### src/rtl/car_datapath.sv
// Car datapath for the racing game: holds the car position, walks an 8x8 sprite
// into the VGA frame buffer and tracks race completion. Optional sprite ROM: CAR_SPRITE_ROM_EN.
module car_datapath #(
    parameter int unsigned CAR_SIZE   = 8,
    parameter int unsigned START_X    = 76,
    parameter int unsigned START_Y    = 104,
    parameter int unsigned FINISH_Y   = 8,
    parameter int unsigned LANE_MIN_X = 40,
    parameter int unsigned LANE_MAX_X = 112,
    parameter int unsigned STEP_X     = 4,
    parameter int unsigned STEP_Y     = 2,
    parameter logic [2:0]  BG_COLOUR  = 3'b000
) (
    input  logic       Clock,
    input  logic       Resetn,
    input  logic       set_reset_signals,
    input  logic       start_race,
    input  logic       draw_car,
    input  logic       draw_over_car,
    input  logic       move,
    input  logic       forward,
    input  logic       left,
    input  logic       right,
    output logic       DoneDrawCar,
    output logic       DoneDrawOverCar,
    output logic       FinishedRace,
    output logic [7:0] vga_x,
    output logic [6:0] vga_y,
    output logic [2:0] vga_colour,
    output logic       vga_plot
);

    localparam int unsigned X_W = 8;
    localparam int unsigned Y_W = 7;
    localparam int unsigned PIX_W = 6;
    localparam logic [PIX_W-1:0] PIX_LAST = PIX_W'(CAR_SIZE * CAR_SIZE - 1);

    logic [X_W-1:0]   car_x_q, car_x_d;
    logic [Y_W-1:0]   car_y_q, car_y_d;
    logic [PIX_W-1:0] pix_q, pix_d;
    logic             done_car_q, done_car_d;
    logic             done_over_q, done_over_d;
    logic             finished_q, finished_d;
    logic [7:0]       vga_x_q, vga_x_d;
    logic [6:0]       vga_y_q, vga_y_d;
    logic [2:0]       vga_colour_q, vga_colour_d;
    logic             vga_plot_q, vga_plot_d;

    logic [2:0]        row_c, col_c;
    logic [2:0]        car_colour_c;
    logic              car_active_c, over_active_c;
    logic signed [9:0] y_next_c, x_left_c;
    logic [9:0]        x_right_c;

    assign row_c = pix_q[5:3];
    assign col_c = pix_q[2:0];

`ifdef CAR_SPRITE_ROM_EN
    // 8x8 sprite, one octal digit per pixel (col 7 leftmost); 0 is transparent.
    function automatic logic [2:0] sprite_rom(input logic [5:0] addr);
        logic [23:0] row_bits;
        case (addr[5:3])
            3'd0:    row_bits = 24'o04444440;
            3'd1:    row_bits = 24'o47444474;
            3'd2:    row_bits = 24'o44111144;
            3'd3:    row_bits = 24'o44444444;
            3'd4:    row_bits = 24'o44444444;
            3'd5:    row_bits = 24'o44111144;
            3'd6:    row_bits = 24'o47444474;
            default: row_bits = 24'o04444440;
        endcase
        return row_bits[3*addr[2:0] +: 3];
    endfunction
    assign car_colour_c = sprite_rom(pix_q);
`else
    assign car_colour_c = 3'b100;
`endif

    // draw_car has precedence; a finished draw stays idle until its done flag clears
    assign car_active_c  = draw_car && !done_car_q;
    assign over_active_c = !draw_car && draw_over_car && !done_over_q;

    // Signed candidates so the finish line and left clamp cannot wrap
    assign y_next_c  = $signed({3'b000, car_y_q}) - $signed(10'(STEP_Y));
    assign x_left_c  = $signed({2'b00, car_x_q}) - $signed(10'(STEP_X));
    assign x_right_c = {2'b00, car_x_q} + 10'(STEP_X);

    always_comb begin
        car_x_d      = car_x_q;
        car_y_d      = car_y_q;
        pix_d        = pix_q;
        done_car_d   = done_car_q;
        done_over_d  = done_over_q;
        finished_d   = finished_q;
        vga_x_d      = vga_x_q;
        vga_y_d      = vga_y_q;
        vga_colour_d = vga_colour_q;
        vga_plot_d   = 1'b0;

        if (draw_over_car) done_car_d = 1'b0;
        if (draw_car)      done_over_d = 1'b0;

        if (start_race || set_reset_signals) begin
            car_x_d     = X_W'(START_X);
            car_y_d     = Y_W'(START_Y);
            finished_d  = 1'b0;
            pix_d       = '0;
            done_car_d  = 1'b0;
            done_over_d = 1'b0;
        end else begin
            if (car_active_c || over_active_c) begin
                vga_x_d      = car_x_q + 8'(col_c);
                vga_y_d      = car_y_q + 7'(row_c);
                vga_plot_d   = 1'b1;
                vga_colour_d = car_active_c ? car_colour_c : BG_COLOUR;
`ifdef CAR_SPRITE_ROM_EN
                if (car_active_c && (car_colour_c == 3'b000)) vga_plot_d = 1'b0;
`endif
                if (pix_q == PIX_LAST) begin
                    pix_d = '0;
                    if (car_active_c) done_car_d = 1'b1;
                    else              done_over_d = 1'b1;
                end else begin
                    pix_d = pix_q + PIX_W'(1);
                end
            end

            // Position only moves between sprite passes
            if (move && !finished_q && (pix_q == '0)) begin
                if (forward) begin
                    if (y_next_c <= $signed(10'(FINISH_Y))) begin
                        car_y_d    = Y_W'(FINISH_Y);
                        finished_d = 1'b1;
                    end else begin
                        car_y_d = Y_W'(y_next_c);
                    end
                end else if (left && !right) begin
                    if (x_left_c < $signed(10'(LANE_MIN_X))) car_x_d = X_W'(LANE_MIN_X);
                    else                                     car_x_d = X_W'(x_left_c);
                end else if (right && !left) begin
                    if (x_right_c > 10'(LANE_MAX_X)) car_x_d = X_W'(LANE_MAX_X);
                    else                             car_x_d = X_W'(x_right_c);
                end
            end
        end
    end

    always_ff @(posedge Clock) begin
        if (!Resetn) begin
            car_x_q      <= X_W'(START_X);
            car_y_q      <= Y_W'(START_Y);
            pix_q        <= '0;
            done_car_q   <= 1'b0;
            done_over_q  <= 1'b0;
            finished_q   <= 1'b0;
            vga_x_q      <= '0;
            vga_y_q      <= '0;
            vga_colour_q <= '0;
            vga_plot_q   <= 1'b0;
        end else begin
            car_x_q      <= car_x_d;
            car_y_q      <= car_y_d;
            pix_q        <= pix_d;
            done_car_q   <= done_car_d;
            done_over_q  <= done_over_d;
            finished_q   <= finished_d;
            vga_x_q      <= vga_x_d;
            vga_y_q      <= vga_y_d;
            vga_colour_q <= vga_colour_d;
            vga_plot_q   <= vga_plot_d;
        end
    end

    assign DoneDrawCar     = done_car_q;
    assign DoneDrawOverCar = done_over_q;
    assign FinishedRace    = finished_q;
    assign vga_x           = vga_x_q;
    assign vga_y           = vga_y_q;
    assign vga_colour      = vga_colour_q;
    assign vga_plot        = vga_plot_q;

endmodule

### config.mk
export PLATFORM = sky130hd
export DESIGN_NAME = car_datapath
export DESIGN_NICKNAME = d
export VERILOG_FILES = /design/src/rtl/car_datapath.sv
export SDC_FILE = /design/constraint.sdc
export NUM_CORES = 1
export LEC_CHECK = 0
export ABC_CLOCK_PERIOD_IN_PS = 3200
export CAP_MARGIN = 10
export CORE_MARGIN = 5
export CORE_UTILIZATION = 30
export DETAILED_ROUTE_END_ITERATION = 6
export GPL_TIMING_DRIVEN = 1
export PLACE_DENSITY = 0.54
export SYNTH_ARGS = -nofsm -noshare
export SYNTH_HDL_FRONTEND = slang
export SYNTH_SLANG_ARGS = --single-unit
### constraint.sdc
create_clock -name Clock -period 3.2 [get_ports Clock]
set_clock_uncertainty 0.15 [all_clocks]
set_input_delay 0.64 -clock Clock [delete_from_list [all_inputs] [get_ports Clock]]
set_output_delay 0.64 -clock Clock [all_outputs]
set_load 0.005 [all_outputs]
======== After elaboration in Yosys (flattened, before gate mapping) ========
Cells that the tools add are included.
storage, ports and cells
  register bits after elaboration ......... 43
  input port bits ......................... 10
  output and inout port bits .............. 22
  logic and storage cells ................. 61
operators by class
  $add $sub $neg .......................... 6
  order comparisons ....................... 3
  equality and inequality tests ........... 1
  multiplexer cells ....................... 16
  bitwise gates (word level) .............. 3
  reduce and logical (&&, ||, !) cells .... 22
operator list
  cell                   number
  $mux W8                4
  $add A8 B3 Y9 const B  1
  $gt A9 B7 Y1 const B   1
  $lt A9 B7 Y1 const B   1
  $mux W1                9
  $sub A8 B3 Y9 const B  1
  $add A8 B3 Y8          1
  $le A8 B5 Y1 const B   1
  $sub A7 B2 Y8 const B  1
  $add A7 B3 Y7          1
  $logic_and A1 B1 Y1    7
  $mux W7                1
  $add A6 B1 Y6 const B  1
  $eq A6 B6 Y1 const B   1
  $logic_not A1 Y1       6
  $logic_not A6 Y1       1
  $mux W6                1
  $reduce_and A3 Y1      2
  $reduce_and A2 Y1      2
  $mux W3                1
  $not A1 Y1             3
  $logic_or A1 B1 Y1     2
  $reduce_bool A2 Y1     1
  $reduce_or A2 Y1       1

======== Depth between registers and ports, before layout ========
Gate-level depths: netlist of run 1.
  depth after elaboration ................. 5
  depth in mapped cells ................... 10
  gate-level depth less buffers ........... 8

======== Worst setup path before layout of run 1 ========
No wires, ideal clock.
  kind .................................... flip-flop to flip-flop
  start point ............................. register car_x_q[3]
  end point ............................... register car_x_q[4]
  setup time .............................. 85 ps
  arrival time ............................ 2102 ps
  data required time ...................... 2965 ps
  path slack .............................. 864 ps
  stages on the path, launching flop included .. 11
  buffers on the path ..................... 2
  clock period less this slack ............ 2336 ps
  cell sequence ........................... dfxtp_1 -> clkbuf_1 -> inv_1 -> ha_1 -> buf_2 -> xnor2_1 -> a221oi_1 -> a22o_2 -> nand2_1 -> o32a_1 -> o31ai_2
between the ends
  cells in the longest elaborated chain, start to end .. 5
  elaborated cells between the ends (all ways) .. 8
  those cells by class .................... add/sub (2); order compare (2); mux (4)
ends and longest elaborated chain
  item                    line  source
  start, declared         38    logic [X_W-1:0] car_x_q, car_x_d;
  start signal, assigned  150   car_x_q <= X_W'(START_X);
  start signal, assigned  161   car_x_q <= car_x_d;
  $add A8 B3 Y9           86    assign x_right_c = {2'b00, car_x_q} + 10'(STEP_X);
  $gt A9 B7 Y1            141   if (x_right_c > 10'(LANE_MAX_X)) car_x_d = X_W'(LANE_MAX_X);
  $mux W8                 141
  $mux W8                 140   end else if (right && !left) begin
  $mux W8 *               137   end else if (left && !right) begin
Mark *: on every way between the ends. The rest lies on a longest branch, timed or not. The select of a mux whose other input is x is not followed.
A chain may end at the register's enable or synchronous reset.

======== Worst setup path in the final report of run 1 ========
Ends and elaborated chain as after synthesis.

==> impl_table.tex, run 1 <==
\begin{tabular}{lr}
\hline
Metric & Value \\
\hline
\multicolumn{2}{l}{\textbf{Run status}} \\
Result of the run & finished, final reports clean \\
\multicolumn{2}{l}{\textbf{Setup path}} \\
Critical Setup Path Class & reg2reg \\
CP endpoint kind & flop \\
Worst Path Required & 3.26 ns \\
Sequence of cells on the critical path & inv\_1, ha\_1, xnor2\_1, a221oi\_1, a22o\_2, nand2\_1, o32a\_1, o31ai\_2 \\
Crit path max-delay family & compound AO/OA/AOI/OAI gates \\
Max incr delay on CP & between 0.6 and 0.7 ns \\
Buf+Inv Stages, Crit Path & 1 \\
Peak fanout along the critical path & 14 \\
Type of element launching the critical path & flop \\
Arrival time of data at the critical path endpoint & 2.56 ns \\
Cell type of the slowest stage on the worst timing path & dfxtp\_1 \\
\multicolumn{2}{l}{\textbf{Pwr}} \\
Internal cell power & 679.1 µW \\
Power per unit of standard cell area & 336.1 mW/mm² \\
Switching power total & 216.3 µW \\
Leakage dissipation & roughly 0.0010 µW \\
Power share of the clock group & 0.344 \\
Power share of the sequential group & 0.551 \\
Switching part of the total & 0.2415 \\
Relative contribution of combinational cells to total power & 0.106 \\
Max rail drop VDD & 0.1673 mV \\
\multicolumn{2}{l}{\textbf{Drt}} \\
Length of routed met2 wiring & 2.513 mm \\
Number of search-and-repair iterations in the first detailed-routing pass & 4 \\
Final WL & 5.091 mm \\
Routed wire length per instance & roughly 13 µm \\
Vias per std cell & 4.978 \\
Initial DRC count & 109 \\
Top Metal Used & met4 \\
Drc violations & 0 \\
Met1 Routed Length & around 2.4 mm \\
Count of vias placed by the detailed router & 2001 \\
Final antenna-violating net count & 0 \\
Metal3 WL & 152 µm \\
\multicolumn{2}{l}{\textbf{Die}} \\
Placement Rows & 31 \\
Die Footprint & 0.009345 mm² \\
Die Y-Extent & 96.67 µm \\
I/O pin cnt & 32 \\
Core Footprint & around 0.0073 mm² \\
Width of the die & 96.67 µm \\
Starting utilization of the core area & 0.3090 \\
\multicolumn{2}{l}{\textbf{Clock tree}} \\
Num CTS Buffers & 5 \\
Max H-tree Level & 2 \\
Maximum root-to-sink buffer count & 2 \\
Insertion delay to the later sink of the worst-skew pair & 0.28 ns \\
Number of hold buffers added after cts & 0 \\
Cts repair resizes & 0 \\
CTS root buffer & clkbuf\_8 \\
CTS clock-pin slew for the worst setup and hold paths & 0.07 ns \\
CTS tree & done \\
Sink count of the clock tree & 38 \\
Buffers inserted during post-CTS setup optimization & 0 \\
\multicolumn{2}{l}{\textbf{Cells and area}} \\
Most common library cell in the layout ignoring fill and taps & nand2\_1 \\
Area added between synthesis and finish & 18.21\% \\
Layout cell share with drive strength beyond 1 & 0.04950 \\
Final \#Nets & between 300 and 400 \\
Diodes inserted & 0 \\
Highest-count cells in the layout ignoring fill and taps & 43 x nand2\_1, 38 x dfxtp\_1, 29 x clkdlybuf4s50\_1 \\
Fill cell total of the finished layout & 793 \\
Sequential standard cell area & approximately 760 µm² \\
Footprint of the multi-input gates & roughly 0.0013 mm² \\
\multicolumn{2}{l}{\textbf{Synth}} \\
Fraction of the yosys area taken by sequential cells & 0.3376 \\
Post-synthesis instance total & 284 \\
Count of yosys warnings during synthesis & 0 \\
Mapped cell area & between 0.002 and 0.0025 mm² \\
Count of unique library cells instantiated by Yosys & 57 \\
Prevailing post-synth register cell & dfxtp\_1 \\
Proportion of register bits with asynchronous set or reset after synthesis & 0 \\
Syn Area/Cell & 7.935 µm² \\
Synth Register Bits & 38 \\
Post-synth EDFFs & 0 \\
\multicolumn{2}{l}{\textbf{STA}} \\
Accumulated negative setup slack & 0 ns \\
Final critical path time including I/O delays and setup & 2.506 ns \\
Maximum clock frequency & 0.3991 GHz \\
Final period util & 0.7830 \\
Final setup violation count & 0 \\
Relative max-transition margin & 0.6326 \\
Final Hold Viols & 0 \\
Count of final max-slew check failures & 0 \\
Unrepaired setup endpoints after global routing & no \\
Slew at the pin closest to its max-slew limit & 0.5503 ns \\
Worst-case setup margin in the final layout & 0.6944 ns \\
\multicolumn{2}{l}{\textbf{Global route}} \\
All-layer global routing usage & 0.1072 \\
Number of global-route vias before repair & around 1800 \\
Maximum number of pins on one net before global-route repair & 25 \\
Remaining Overflow, GRT & 0 \\
Initial antenna violation count & 0 \\
Global-route wire length before repair & 8.611 mm \\
\multicolumn{2}{l}{\textbf{Placement}} \\
Input/output buffers & 29 \\
Detailed Place HPWL & 3.825 mm \\
Placement Setup Slack & 0.4727 ns \\
Routability-driven placement congestion ratio & 0.8037 \\
\multicolumn{2}{l}{\textbf{Flow run}} \\
Max-capacitance violation count & 0 \\
\multicolumn{2}{l}{\textbf{Hold path}} \\
Worst min-delay path category & reg2reg \\
\hline
\end{tabular}
flip-flops by register name, indices dropped and copies added (netlist names):
register,cells
DoneDrawOverCar,1
car_y_q,6
pix_q,6
FinishedRace,1
DoneDrawCar,1
vga_y,7
vga_colour,1
vga_x,8
vga_plot,1
car_x_q,6
synth_stat cells, types with 6 or more instances:
master,instances,area share
o211a_1,9,0.040
nor2_1,24,0.040
nand2_1,43,0.072
nor3_1,8,0.018
inv_1,12,0.020
dfxtp_1,38,0.34
a21oi_1,14,0.031
xnor2_1,11,0.043
nand3_1,12,0.027
a21boi_1,6,0.020
clkbuf_1,13,0.022
ha_1,10,0.056
worst paths after layout:
check | start | end | slack [ns] | depth (start not counted)
max reg2reg | car_x_q[3]$_SDFFE_PP1P_ | car_x_q[4]$_SDFFE_PP0P_ | 0.69 | 8
max | car_x_q[3]$_SDFFE_PP1P_ | car_x_q[4]$_SDFFE_PP0P_ | 0.69 | 8
min reg2reg | vga_y[3]$_SDFFE_PN0P_ | vga_y[3]$_SDFFE_PN0P_ | 0.31 | 2
min | vga_y[3]$_SDFFE_PN0P_ | vga_y[3]$_SDFFE_PN0P_ | 0.31 | 2
power by group through the flow:
stage | Clock [µW] | Sequential [µW] | Combinational [µW]
floorplan | 0 | 502 | 57.4
global placement | 0 | 504 | 95.6
detailed placement | 0 | 504 | 95.9
CTS | 321 | 493 | 96.3
global route | 344 | 494 | 105
finish | 308 | 493 | 94.6
cells by family after synthesis:
kind of cell             share of synthesized area
flip-flops                                  0.3376
adder cells (fa/ha/maj)                    0.05552
multiplexers                              0.004442
other                                     0.001664
XOR/XNOR                                   0.06219
AND/OR/NAND/NOR                             0.2382
buffers and inverters                      0.07218
AO/OA/AOI/OAI                               0.2282
cell type report:
cell class                      instances  area share
Clock buffer                            5     0.02583
Sequential cell                        38      0.2856
Timing Repair Buffer                   32      0.1174
Inverter                               13     0.01832
Tap cell                               99     0.04650
Clock inverter                          2    0.003758
Multi-Input combinational cell        213      0.5026
metal layers:
| layer | GRT usage | vias up |
|---|---|---|
| met4 | 0.02592 | 0 |
| li1 | - | 1034 |
| met2 | 0.1863 | 32 |
| met3 | 0.02590 | 5 |
| met5 | 0 | - |
| met1 | 0.1328 | 930 |
metrics by stage:
stage | utilization | hold WS, ns | std cells | instance area [µm²] | total power [µW]
after floorplan | - | 0.2971 | 285 | 2257 | 559.6
after global placement | 0.3545 | 0.3046 | 395 | 2585 | 599.9
after detailed placement | 0.3545 | 0.3028 | 395 | 2585 | 600.4
after CTS | 0.3653 | 0.3146 | 402 | 2664 | 910.6
after global routing | 0.3653 | 0.3317 | 402 | 2664 | 943.8
final | 0.3653 | 0.3086 | 402 | 2664 | 895.4
worst min-delay path: cells and delay by family (launching register included):
family	cells	cell delay, ns
compound gates	1	0.05
simple gates	1	0.05
flops	1	0.32
(Power assumes the default switching activity.)
==> run 2: changes to the inputs <==
--- a/config.mk
+++ b/config.mk
@@ -5,7 +5,7 @@
 export SDC_FILE = /design/constraint.sdc
 export NUM_CORES = 1
 export LEC_CHECK = 0
-export ABC_CLOCK_PERIOD_IN_PS = 3200
+export ABC_CLOCK_PERIOD_IN_PS = 2500
 export CAP_MARGIN = 10
 export CORE_MARGIN = 5
 export CORE_UTILIZATION = 30
==> constraint.sdc (replaced) <==
create_clock -name Clock -period 2.5 [get_ports Clock]
set_clock_uncertainty 0.15 [all_clocks]
set_input_delay 0.5 -clock Clock [delete_from_list [all_inputs] [get_ports Clock]]
set_output_delay 0.5 -clock Clock [all_outputs]
set_load 0.005 [all_outputs]
==> impl_table.tex, run 2 (synthesis gave the netlist of run 1 again) <==
\begin{tabular}{lr}
\hline
Metric & Value \\
\hline
\multicolumn{2}{l}{\textbf{STA}} \\
Unrepaired setup endpoints after global routing & no (unchanged) \\
Final setup violation count & 0 (unchanged) \\
Final critical path time including I/O delays and setup & 2.254 ns (was 2.506 ns) \\
Accumulated negative setup slack & 0 ns (unchanged) \\
Worst-case setup margin in the final layout & 0.2460 ns (was 0.6944 ns) \\
Count of final max-slew check failures & 0 (unchanged) \\
Final Hold Viols & 0 (unchanged) \\
Maximum clock frequency & 0.4437 GHz (was 0.3991 GHz) \\
Final period util & 0.9016 (was 0.7830) \\
\multicolumn{2}{l}{\textbf{Pwr}} \\
Power share of the clock group & 0.351 (was 0.344) \\
Power per unit of standard cell area & 427.2 mW/mm² (was 336.1 mW/mm²) \\
Leakage dissipation & 0.001071 µW (was 0.001035 µW) \\
Relative contribution of combinational cells to total power & 0.110 (was 0.106) \\
Internal cell power & 899.1 µW (was 679.1 µW) \\
Max rail drop VDD & 0.1798 mV (was 0.1673 mV) \\
Switching power total & 268.3 µW (was 216.3 µW) \\
Power share of the sequential group & 0.539 (was 0.551) \\
Switching part of the total & 0.2299 (was 0.2415) \\
\multicolumn{2}{l}{\textbf{Cells and area}} \\
Final \#Nets & 330 (was 323) \\
Highest-count cells in the layout ignoring fill and taps & 43 x nand2\_1, 38 x dfxtp\_1, 29 x clkdlybuf4s50\_1 (unchanged) \\
Diodes inserted & 0 (unchanged) \\
Layout cell share with drive strength beyond 1 & 0.06796 (was 0.04950) \\
Final standard cell utilization of the core & 0.3747 (was 0.3653) \\
Fill cell total of the finished layout & 788 (was 793) \\
Most common library cell in the layout ignoring fill and taps & nand2\_1 (unchanged) \\
Footprint of the multi-input gates & 0.001339 mm² (unchanged) \\
Area added between synthesis and finish & 21.27\% (was 18.21\%) \\
Number of flip-flops in the largest register & 8 (unchanged) \\
Sequential standard cell area & 760.7 µm² (unchanged) \\
\multicolumn{2}{l}{\textbf{Global route}} \\
All-layer global routing usage & 0.1096 (was 0.1072) \\
Initial antenna violation count & 0 (unchanged) \\
Number of global-route vias before repair & 1944 (was 1843) \\
Global-route wire length before repair & 8.866 mm (was 8.611 mm) \\
Remaining Overflow, GRT & 0 (unchanged) \\
Maximum number of pins on one net before global-route repair & 25 (unchanged) \\
\multicolumn{2}{l}{\textbf{Die}} \\
I/O pin cnt & 32 (unchanged) \\
Starting utilization of the core area & 0.3090 (unchanged) \\
Core Footprint & 0.007292 mm² (unchanged) \\
Die Y-Extent & 96.67 µm (unchanged) \\
Die Footprint & 0.009345 mm² (unchanged) \\
Width of the die & 96.67 µm (unchanged) \\
Placement Rows & 31 (unchanged) \\
\multicolumn{2}{l}{\textbf{Placement}} \\
Placement Setup Slack & -0.003499 ns (was 0.4727 ns) \\
Input/output buffers & 29 (unchanged) \\
Routability-driven placement congestion ratio & 0.8145 (was 0.8037) \\
Detailed Place HPWL & 3.976 mm (was 3.825 mm) \\
\multicolumn{2}{l}{\textbf{Drt}} \\
Final WL & 5.236 mm (was 5.091 mm) \\
Number of search-and-repair iterations in the first detailed-routing pass & 4 (unchanged) \\
Count of vias placed by the detailed router & 2008 (was 2001) \\
Routed wire length per instance & 12.83 µm (was 12.66 µm) \\
Vias per std cell & 4.922 (was 4.978) \\
Initial DRC count & 98 (was 109) \\
Final antenna-violating net count & 0 (unchanged) \\
Drc violations & 0 (unchanged) \\
\multicolumn{2}{l}{\textbf{Setup path}} \\
Capture point of the worst reg-to-reg path & car\_x\_q[5]\$\_SDFFE\_PP0P\_ (was car\_x\_q[4]\$\_SDFFE\_PP0P\_) \\
CP endpoint kind & flop (unchanged) \\
Worst Path Required & 2.52 ns (was 3.26 ns) \\
Type of element launching the critical path & flop (unchanged) \\
End of the critical path & car\_x\_q[5]\$\_SDFFE\_PP0P\_ (was car\_x\_q[4]\$\_SDFFE\_PP0P\_) \\
Critical path origin & car\_x\_q[5]\$\_SDFFE\_PP0P\_ (was car\_x\_q[3]\$\_SDFFE\_PP1P\_) \\
Critical Setup Path Class & reg2reg (unchanged) \\
Peak fanout along the critical path & 12 (was 14) \\
Startpoint of the worst register-to-register path & car\_x\_q[5]\$\_SDFFE\_PP0P\_ (was car\_x\_q[3]\$\_SDFFE\_PP1P\_) \\
Arrival time of data at the critical path endpoint & 2.28 ns (was 2.56 ns) \\
FF-to-FF path depth & 6 (was 8) \\
Worst reg2reg setup slack & 0.25 ns (was 0.69 ns) \\
\multicolumn{2}{l}{\textbf{Clock tree}} \\
CTS tree & done (unchanged) \\
Insertion delay to the later sink of the worst-skew pair & 0.28 ns (about the same) \\
Number of hold buffers added after cts & 0 (unchanged) \\
Num CTS Buffers & 5 (unchanged) \\
CTS clock-pin slew for the worst setup and hold paths & 0.07 ns (about the same) \\
Cts repair resizes & 0 (unchanged) \\
Buffers inserted during post-CTS setup optimization & 0 (unchanged) \\
Maximum root-to-sink buffer count & 2 (unchanged) \\
CTS root buffer & clkbuf\_8 (unchanged) \\
Max H-tree Level & 2 (unchanged) \\
Sink count of the clock tree & 38 (unchanged) \\
\multicolumn{2}{l}{\textbf{Hold path}} \\
Worst min-delay path category & reg2reg (unchanged) \\
\multicolumn{2}{l}{\textbf{Run status}} \\
Result of the run & finished, final reports clean (unchanged) \\
\multicolumn{2}{l}{\textbf{Flow run}} \\
Max-capacitance violation count & 0 (unchanged) \\
\hline
\end{tabular}
## run 2: changes by cell type in the layout (fill, tap and decap cells not counted), sizes merged
| cell | change |
|---|---|
| buf | +7 |
| clkbuf | +1 |
| clkinv | -2 |
## run 2: through the flow
| step | instance area, µm² | hold WS (ns) | cells | power (µW) |
|---|---|---|---|---|
| final | 2733 | 0.3069 | 408 | 1167 |
| after global routing | 2733 | 0.3256 | 408 | 1221 |
| after CTS | 2733 | 0.3132 | 408 | 1186 |
| after detailed placement | 2650 | 0.3011 | 402 | 773.5 |
| after global placement | 2650 | 0.3033 | 402 | 772.6 |
| after floorplan | 2257 | 0.2971 | 285 | 716.2 |
## run 2: worst min-delay path by stage
stage                                startpoint                     to  slack, ns  cells past startpoint
after floorplan           vga_y[3]$_SDFFE_PN0P_  vga_y[3]$_SDFFE_PN0P_       0.30                      2
after global placement    vga_y[3]$_SDFFE_PN0P_  vga_y[3]$_SDFFE_PN0P_       0.30                      2
after detailed placement  vga_x[0]$_SDFFE_PN0P_  vga_x[0]$_SDFFE_PN0P_       0.30                      2
after CTS                 vga_x[0]$_SDFFE_PN0P_  vga_x[0]$_SDFFE_PN0P_       0.31                      2
after global routing      vga_y[3]$_SDFFE_PN0P_  vga_y[3]$_SDFFE_PN0P_       0.33                      2
final                     vga_y[3]$_SDFFE_PN0P_  vga_y[3]$_SDFFE_PN0P_       0.31                      2
## run 2: power by group through the flow
stage               sequential [µW]  clock (µW)  combinational [µW]
CTS                             630         426                 130
global route                    631         449                 142
global placement                643           0                 129
finish                          629         410                 128
detailed placement              644           0                 130
floorplan                       643           0                73.5
## run 2: per-layer routing
metal | share of wire | vias up | routed length, µm | GRT usage
li1 | - | 1041 | - | -
met1 | 0.47 | 926 | 2435 | 0.1329
met2 | 0.49 | 35 | 2580 | 0.1953
met3 | 0.032 | 6 | 168 | 0.02518
met4 | 0.0097 | 0 | 51 | 0.02592
met5 | 0 | - | 0 | 0
## run 2: worst max-delay path, stage by stage (launching register included)
cell	delay (ns)
dfxtp_1	0.60
nand3_1	0.25
nor4b_1	0.33
a2bb2oi_1	0.35
mux2i_1	0.19
o31ai_1	0.22
a21oi_1	0.06
## run 2: cell type report
| cell class | instances | share of cell area |
|---|---|---|
| Multi-Input combinational cell | 213 | 0.4899 |
| Sequential cell | 38 | 0.2784 |
| Timing Repair Buffer | 39 | 0.1383 |
| Tap cell | 99 | 0.04533 |
| Clock buffer | 6 | 0.03022 |
| Inverter | 13 | 0.01786 |
==> run 3: changes to the inputs <==
--- a/config.mk
+++ b/config.mk
@@ -6,7 +6,7 @@
 export NUM_CORES = 1
 export LEC_CHECK = 0
 export ABC_CLOCK_PERIOD_IN_PS = 2500
-export CAP_MARGIN = 10
+export CAP_MARGIN = 20
 export CORE_MARGIN = 5
 export CORE_UTILIZATION = 30
 export DETAILED_ROUTE_END_ITERATION = 6
==> results of run 3 <==
No change in the layout: final DEF, timing and power equal those of run 2.
